File: config.mk
export PLATFORM = sky130hd
export DESIGN_NAME = aurora_seq_framer
export DESIGN_NICKNAME = d
export VERILOG_FILES = /design/src/rtl/aurora_pkg.sv /design/src/rtl/aurora_sdp_ram.sv /design/src/rtl/aurora_seq_framer.sv
export SDC_FILE = /design/constraint.sdc
export NUM_CORES = 2
export LEC_CHECK = 0
export ABC_AREA = 1
export CAP_MARGIN = 25
export CORE_MARGIN = 3
export CORE_UTILIZATION = 31
export DETAILED_ROUTE_END_ITERATION = 8
export GPL_TIMING_DRIVEN = 0
export PLACE_DENSITY = 0.45
export SLEW_MARGIN = 40
export SYNTH_ARGS = -nofsm -noshare
export SYNTH_HDL_FRONTEND = slang
export SYNTH_HIERARCHICAL = 1
export SYNTH_SLANG_ARGS = --single-unit
File: constraint.sdc
create_clock -name m_axis_aclk -period 14.3 [get_ports m_axis_aclk]
set_input_delay 2.86 -clock m_axis_aclk [delete_from_list [all_inputs] [get_ports m_axis_aclk]]
set_output_delay 2.86 -clock m_axis_aclk [all_outputs]
set_load 0.02 [all_outputs]
File: src/rtl/aurora_pkg.sv
// Shared types and helpers for the Aurora TX sequence framer.
`timescale 1ns/1ps
package aurora_pkg;

  typedef enum logic [1:0] {
    StIdle,
    StData,
    StSeq
  } fsm_state_t;

  // Write-side mode: WrDrop discards the rest of an oversize packet up to its tlast.
  typedef enum logic {
    WrPass,
    WrDrop
  } wr_mode_t;

  // Pointers carry one extra wrap bit so full and empty can be told apart.
  function automatic int unsigned ptr_width(input int unsigned depth);
    return $clog2(depth) + 1;
  endfunction

endpackage

File: src/rtl/aurora_sdp_ram.sv
// Simple dual-port buffer RAM with registered read; maps onto BRAM or LUTRAM.
`timescale 1ns/1ps
module aurora_sdp_ram #(
  parameter int unsigned WIDTH = 33,
  parameter int unsigned DEPTH = 64
) (
  input  logic                     clk_i,
  input  logic                     we_i,
  input  logic [$clog2(DEPTH)-1:0] waddr_i,
  input  logic [WIDTH-1:0]         wdata_i,
  input  logic                     re_i,
  input  logic [$clog2(DEPTH)-1:0] raddr_i,
  output logic [WIDTH-1:0]         rdata_o
);

  logic [WIDTH-1:0] mem_q [DEPTH];

  always_ff @(posedge clk_i) begin
    if (we_i) mem_q[waddr_i] <= wdata_i;
    if (re_i) rdata_o <= mem_q[raddr_i];
  end

endmodule

File: src/rtl/aurora_seq_framer.sv
// Store-and-forward AXI-Stream framer feeding Aurora TX; appends a sequence word per frame.
// Optional `AURORA_SEQ_STATS_EN adds saturating frame and drop counters.
`timescale 1ns/1ps
module aurora_seq_framer
  import aurora_pkg::*;
#(
  parameter int unsigned DATA_WIDTH    = 32,
  parameter int unsigned SEQ_WIDTH     = 32,
  parameter int unsigned DEPTH         = 64,
  parameter int unsigned MAX_PKT_WORDS = DEPTH
) (
  input  logic                    m_axis_aclk,
  input  logic                    m_axis_aresetn,
  input  logic                    s_axis_tvalid,
  input  logic [DATA_WIDTH-1:0]   s_axis_tdata,
  input  logic                    s_axis_tlast,
  output logic                    s_axis_tready,
  output logic                    m_axis_tvalid,
  output logic [DATA_WIDTH-1:0]   m_axis_tdata,
  output logic [DATA_WIDTH/8-1:0] m_axis_tkeep,
  output logic                    m_axis_tlast,
  input  logic                    m_axis_tready,
  input  logic                    ctrl_seq_en,
  input  logic                    ctrl_seq_clr,
  output logic [SEQ_WIDTH-1:0]    stat_seq,
  output logic                    stat_drop,
  output logic [31:0]             stat_pkt_cnt,
  output logic [31:0]             stat_drop_cnt
);

  localparam int unsigned AddrW = $clog2(DEPTH);
  localparam int unsigned PtrW  = ptr_width(DEPTH);

  logic [PtrW-1:0]      wr_ptr_q, wr_ptr_d, commit_ptr_q, commit_ptr_d, rd_ptr_q, rd_ptr_d;
  logic [PtrW-1:0]      word_cnt_q, word_cnt_d;
  wr_mode_t             wr_mode_q, wr_mode_d;
  logic                 rdy_en_q, stat_drop_q, stat_drop_d;
  fsm_state_t           state_q, state_d;
  logic                 seq_en_q, seq_en_d, tvalid_q, tvalid_d;
  logic [SEQ_WIDTH-1:0] seq_q, seq_d;
  logic                 ram_we, ram_re, full, s_hs;
  logic [DATA_WIDTH:0]  ram_rdata;
  logic [DATA_WIDTH-1:0] seq_word;

  assign full = (wr_ptr_q[PtrW-1] != rd_ptr_q[PtrW-1]) &&
                (wr_ptr_q[AddrW-1:0] == rd_ptr_q[AddrW-1:0]);
  assign s_axis_tready = rdy_en_q && ((wr_mode_q == WrDrop) || !full);
  assign s_hs = s_axis_tvalid && s_axis_tready;

  // tlast travels alongside each payload word so the reader knows where the packet ends.
  aurora_sdp_ram #(
    .WIDTH (DATA_WIDTH + 1),
    .DEPTH (DEPTH)
  ) u_ram (
    .clk_i   (m_axis_aclk),
    .we_i    (ram_we),
    .waddr_i (wr_ptr_q[AddrW-1:0]),
    .wdata_i ({s_axis_tlast, s_axis_tdata}),
    .re_i    (ram_re),
    .raddr_i (rd_ptr_q[AddrW-1:0]),
    .rdata_o (ram_rdata)
  );

  always_comb begin
    wr_ptr_d     = wr_ptr_q;
    commit_ptr_d = commit_ptr_q;
    word_cnt_d   = word_cnt_q;
    wr_mode_d    = wr_mode_q;
    stat_drop_d  = 1'b0;
    ram_we       = 1'b0;
    if (s_hs) begin
      if (wr_mode_q == WrDrop) begin
        if (s_axis_tlast) begin
          wr_mode_d   = WrPass;
          wr_ptr_d    = commit_ptr_q;
          stat_drop_d = 1'b1;
        end
      end else begin
        ram_we   = 1'b1;
        wr_ptr_d = wr_ptr_q + PtrW'(1);
        if (s_axis_tlast) begin
          commit_ptr_d = wr_ptr_q + PtrW'(1);
          word_cnt_d   = '0;
        end else if (word_cnt_q == PtrW'(MAX_PKT_WORDS - 1)) begin
          wr_mode_d  = WrDrop;
          word_cnt_d = '0;
        end else begin
          word_cnt_d = word_cnt_q + PtrW'(1);
        end
      end
    end
  end

  always_comb begin
    state_d  = state_q;
    rd_ptr_d = rd_ptr_q;
    seq_en_d = seq_en_q;
    tvalid_d = tvalid_q;
    seq_d    = seq_q;
    ram_re   = 1'b0;
    unique case (state_q)
      StIdle: begin
        if (commit_ptr_q != rd_ptr_q) begin
          ram_re   = 1'b1;
          rd_ptr_d = rd_ptr_q + PtrW'(1);
          seq_en_d = ctrl_seq_en;
          tvalid_d = 1'b1;
          state_d  = StData;
        end
      end
      StData: begin
        if (m_axis_tready) begin
          if (ram_rdata[DATA_WIDTH]) begin
            if (seq_en_q) begin
              state_d = StSeq;
            end else begin
              state_d  = StIdle;
              tvalid_d = 1'b0;
            end
          end else begin
            // Prefetch the next word so the frame streams without bubbles.
            ram_re   = 1'b1;
            rd_ptr_d = rd_ptr_q + PtrW'(1);
          end
        end
      end
      StSeq: begin
        if (m_axis_tready) begin
          seq_d    = seq_q + SEQ_WIDTH'(1);
          state_d  = StIdle;
          tvalid_d = 1'b0;
        end
      end
      default: state_d = StIdle;
    endcase
    if (ctrl_seq_clr) seq_d = '0;
  end

  always_ff @(posedge m_axis_aclk or negedge m_axis_aresetn) begin
    if (!m_axis_aresetn) begin
      wr_ptr_q     <= '0;
      commit_ptr_q <= '0;
      rd_ptr_q     <= '0;
      word_cnt_q   <= '0;
      wr_mode_q    <= WrPass;
      rdy_en_q     <= 1'b0;
      stat_drop_q  <= 1'b0;
      state_q      <= StIdle;
      seq_en_q     <= 1'b0;
      tvalid_q     <= 1'b0;
      seq_q        <= '0;
    end else begin
      wr_ptr_q     <= wr_ptr_d;
      commit_ptr_q <= commit_ptr_d;
      rd_ptr_q     <= rd_ptr_d;
      word_cnt_q   <= word_cnt_d;
      wr_mode_q    <= wr_mode_d;
      rdy_en_q     <= 1'b1;
      stat_drop_q  <= stat_drop_d;
      state_q      <= state_d;
      seq_en_q     <= seq_en_d;
      tvalid_q     <= tvalid_d;
      seq_q        <= seq_d;
    end
  end

  always_comb begin
    seq_word = '0;
    seq_word[SEQ_WIDTH-1:0] = seq_q;
  end

  assign m_axis_tvalid = tvalid_q;
  assign m_axis_tdata  = (state_q == StSeq) ? seq_word : ram_rdata[DATA_WIDTH-1:0];
  assign m_axis_tlast  = (state_q == StSeq) ||
                         ((state_q == StData) && ram_rdata[DATA_WIDTH] && !seq_en_q);
  assign m_axis_tkeep  = '1;
  assign stat_seq      = seq_q;
  assign stat_drop     = stat_drop_q;

`ifdef AURORA_SEQ_STATS_EN
  logic [31:0] frame_cnt_q, drop_cnt_q;

  always_ff @(posedge m_axis_aclk or negedge m_axis_aresetn) begin
    if (!m_axis_aresetn) begin
      frame_cnt_q <= '0;
      drop_cnt_q  <= '0;
    end else begin
      if (m_axis_tvalid && m_axis_tready && m_axis_tlast && (frame_cnt_q != '1)) begin
        frame_cnt_q <= frame_cnt_q + 32'd1;
      end
      if (stat_drop_q && (drop_cnt_q != '1)) drop_cnt_q <= drop_cnt_q + 32'd1;
    end
  end

  assign stat_pkt_cnt  = frame_cnt_q;
  assign stat_drop_cnt = drop_cnt_q;
`else
  assign stat_pkt_cnt  = '0;
  assign stat_drop_cnt = '0;
`endif

endmodule

==> qor.txt <==
Multi-input gate area - 0.0221 mm2
highest cell delay on the worst timing path - 0.61 ns
Post-CTS Resized - 0
DRT iter0 DRCs - 8712
Inserted Clock Buffers - 245
post-synthesis sequential element count - 2212
transition at the pin with the smallest max-transition slack - 0.951 ns
Min Clock Period, post-route - 6.51 ns
data required time at the worst endpoint - 14.89 ns
Final Slew Violations - 0
Initial Utilization - 0.312
pin count of the biggest net entering global routing - 51
power density over the cells - 195 mW/mm2
fmax - 0.154 GHz
power dissipated by switching net loads - 8.88 mW
Max Buffers Root-to-Sink - 4
total internal power - 12.7 mW
cell count after synthesis - 7760
area of the mapped netlist - 0.0912 mm2
Synth-to-Final Area Change - 21.4%
final setup violation count - 0
Detail Placement HPWL - 288000 um
number of distinct standard cells referenced by the synthesized netlist - 37
max-capacitance violation count - 0
Critical-path top delay cell - nor4_2
critical path's most frequent cell - buf_2
GR Overflow Total - 0
final worst path period share - 0.455
setup repair after global routing missed its margin - false
chip width - 548 um
crit path setup slack, layout - 7.79 ns
CTS Hold Buffers Added - 0
global-route wire length before repair - 524000 um
startpoint types - input port
DRT Pass-1 Iters - 8
number of filler instances in the final layout - 28400
overall via count from detail_route - 67000
post-DR vias/cell - 5.31
combined global-route utilization of all metal layers - 0.252
remaining max-slew budget at the tightest pin - 0.366
run status - finished, final reports clean
pre-CTS worst setup slack - 6.97 ns
final wirelength - 390000 um
fraction of power spent switching nets - 0.412
Yosys warning total - 6
number of placed I/O pins - 175
commonest non-fill, non-tap cell in the layout - nand2_1
height of the die - 548 um
clock skew after layout - 0.0850 ns
Worst EP arrival - 7.10 ns
number of antenna violations at the first check in global routing - 36
critical-path maximum fanout - 9
TritonCTS clock tree - done
Core Area - 0.292 mm2
commonest cells after routing, fill and taps aside - nand2_1, edfxtp_1, nand3_1, buf_2, clkbuf_16
fraction of final layout cells sized beyond drive strength 1 - 0.141
final standard cell count with taps included and fillers excluded - 12600
final number of hold-violating endpoints - 0
routed wirelength normalized by instance count - 30.9 um
Port Buf Inserts - 105
share of synthesized area occupied by flip-flops and latches - 0.725
startpoint-to-endpoint class of the critical path - in -> reg
Final GP Congestion - 0.995
overall power - 21.6 mW
vias in the first global route - 61200
DIE AREA - 0.301 mm2
worst hold slack after final layout - 0.521 ns
number of setup buffers added after CTS - 0
Root Buffer Master - clkbuf_16
worst vdd rail ir drop - 116 uV
number of placement rows - 198
Residual DRC - 0
relative contribution of sequential cells to total power - 0.342
leakage power - 40.2 nW
H-tree depth - 4
part of the total power dissipated in combinational logic - 0.377
kind of end point of the critical path - flop
clock-pin transition on the worst setup and hold timing paths - 0.06 ns
CTS sink cnt - 2212
remaining number of nets flagged by the antenna check after routing - 0
path category of the worst min-delay check - reg -> reg
Reg area - 0.0661 mm2
total placed cells including tap cells - 12100
cell chain of the critical path - clkbuf_1, nand4_1, inv_1, clkbuf_1, nand4_1, nor4_2, buf_2, buf_2, buf_2, buf_2, buf_2, buf_2, buf_2
worst-skew pair later-pin latency - 0.92 ns
proportion of power drawn by the clock network - 0.280
number of nets in the layout - 8547
synthesized area per cell - 11.7 um2
through the flow:
step | utilization | TNS, ns | instance area (um2)
after global routing | 0.379 | 0 | 111000
after CTS | 0.379 | 0 | 111000
after detailed placement | 0.353 | 0 | 103000
final | 0.379 | 0 | 111000
after floorplan | - | 0 | 91400
after global placement | 0.334 | -80.88 | 97300
path summary, 6_finish.rpt:
kind,startpoint,end,slack [ns],cells after the start
max,s_axis_tvalid,u_ram/mem_q[54][18],7.79,13
min,word_cnt_q[6],word_cnt_q[6],0.52,2
max reg2reg,rd_ptr_q[2],u_ram/mem_q[54][18],8.70,19
min reg2reg,word_cnt_q[6],word_cnt_q[6],0.52,2
max in group asynchronous,m_axis_aresetn,rd_ptr_q[4],11.98,2
min in group asynchronous,m_axis_aresetn,word_cnt_q[3],1.79,1
cells in the mapped netlist (all sizes together):
master	n	area, um2
nand2	2599	9770
edfxtp	2145	64400
nand3	2006	10000
buf	467	3030
nor2	142	578
inv	90	340
clkbuf	89	334
dfrtp	67	1680
o21ai	51	255
nand4	41	257
a21oi	13	65.1
nor3	12	76.3
ha	9	113
nor4	8	50.1
xnor2	7	61.3
xor2	6	52.6
conb	2	7.51
a31oi	1	6.26
and3	1	6.26
clkinv	1	3.75
nor3b	1	7.51
o211ai	1	7.51
or2	1	6.26
registers in the layout, indices dropped and copies added (netlist names):
| name | count |
|---|---|
| u_ram/mem_q | 2112 |
| u_ram/rdata_o | 33 |
| stat_seq | 32 |
| commit_ptr_q | 7 |
| rd_ptr_q | 7 |
| word_cnt_q | 7 |
| wr_ptr_q | 7 |
| state_q | 2 |
| m_axis_tvalid | 1 |
| rdy_en_q | 1 |
| seq_en_q | 1 |
| stat_drop | 1 |
| wr_mode_q | 1 |
power by group through the flow:
stage | logic (mW) | clock network (mW) | registers, mW
2_1_floorplan | 4.06 | 0 | 7.48
3_3_place_gp | 7.78 | 0 | 7.55
3_5_place_dp | 7.95 | 0 | 7.52
4_1_cts | 7.96 | 6.13 | 7.38
5_1_grt | 8.50 | 6.38 | 7.39
6_report | 8.13 | 6.04 | 7.38
final cells by class:
cell class | count | share of cell area
Inverter | 91 | 0.00311
Timing Repair Buffer | 425 | 0.0569
Sequential cell | 2212 | 0.597
Tap cell | 3900 | 0.0441
Antenna cell | 24 | 0.000543
Multi-Input combinational cell | 4968 | 0.200
Buffer | 556 | 0.0309
Clock buffer | 303 | 0.0574
Clock inverter | 142 | 0.0100
routing by layer:
layer	part of all wire	GRT usage	vias to the layer above
met2	0.45	0.391	3704
li1	-	-	28800
met5	0.00032	0	-
met1	0.40	0.339	33700
met3	0.10	0.0545	699
met4	0.051	0.111	18
cells by family (layout without fill, tap and decap cells):
family / count (synthesis) / count (layout) / synth area share
compound gates: 66 / 66 / 0.00367
xor+xnor: 13 / 13 / 0.00125
other cells: 2 / 93 / 0.0000824
simple gates: 4811 / 4811 / 0.228
fa+ha+maj: 9 / 9 / 0.00124
flops: 2212 / 2212 / 0.725
buf+inv: 647 / 1517 / 0.0406
critical path: cells and delay by family:
family                 cells  cell delay, ns
AND/OR/NAND/NOR            3            1.56
buffers and inverters     10            2.66
No activity file was read; power rests on OpenSTA's default activity.
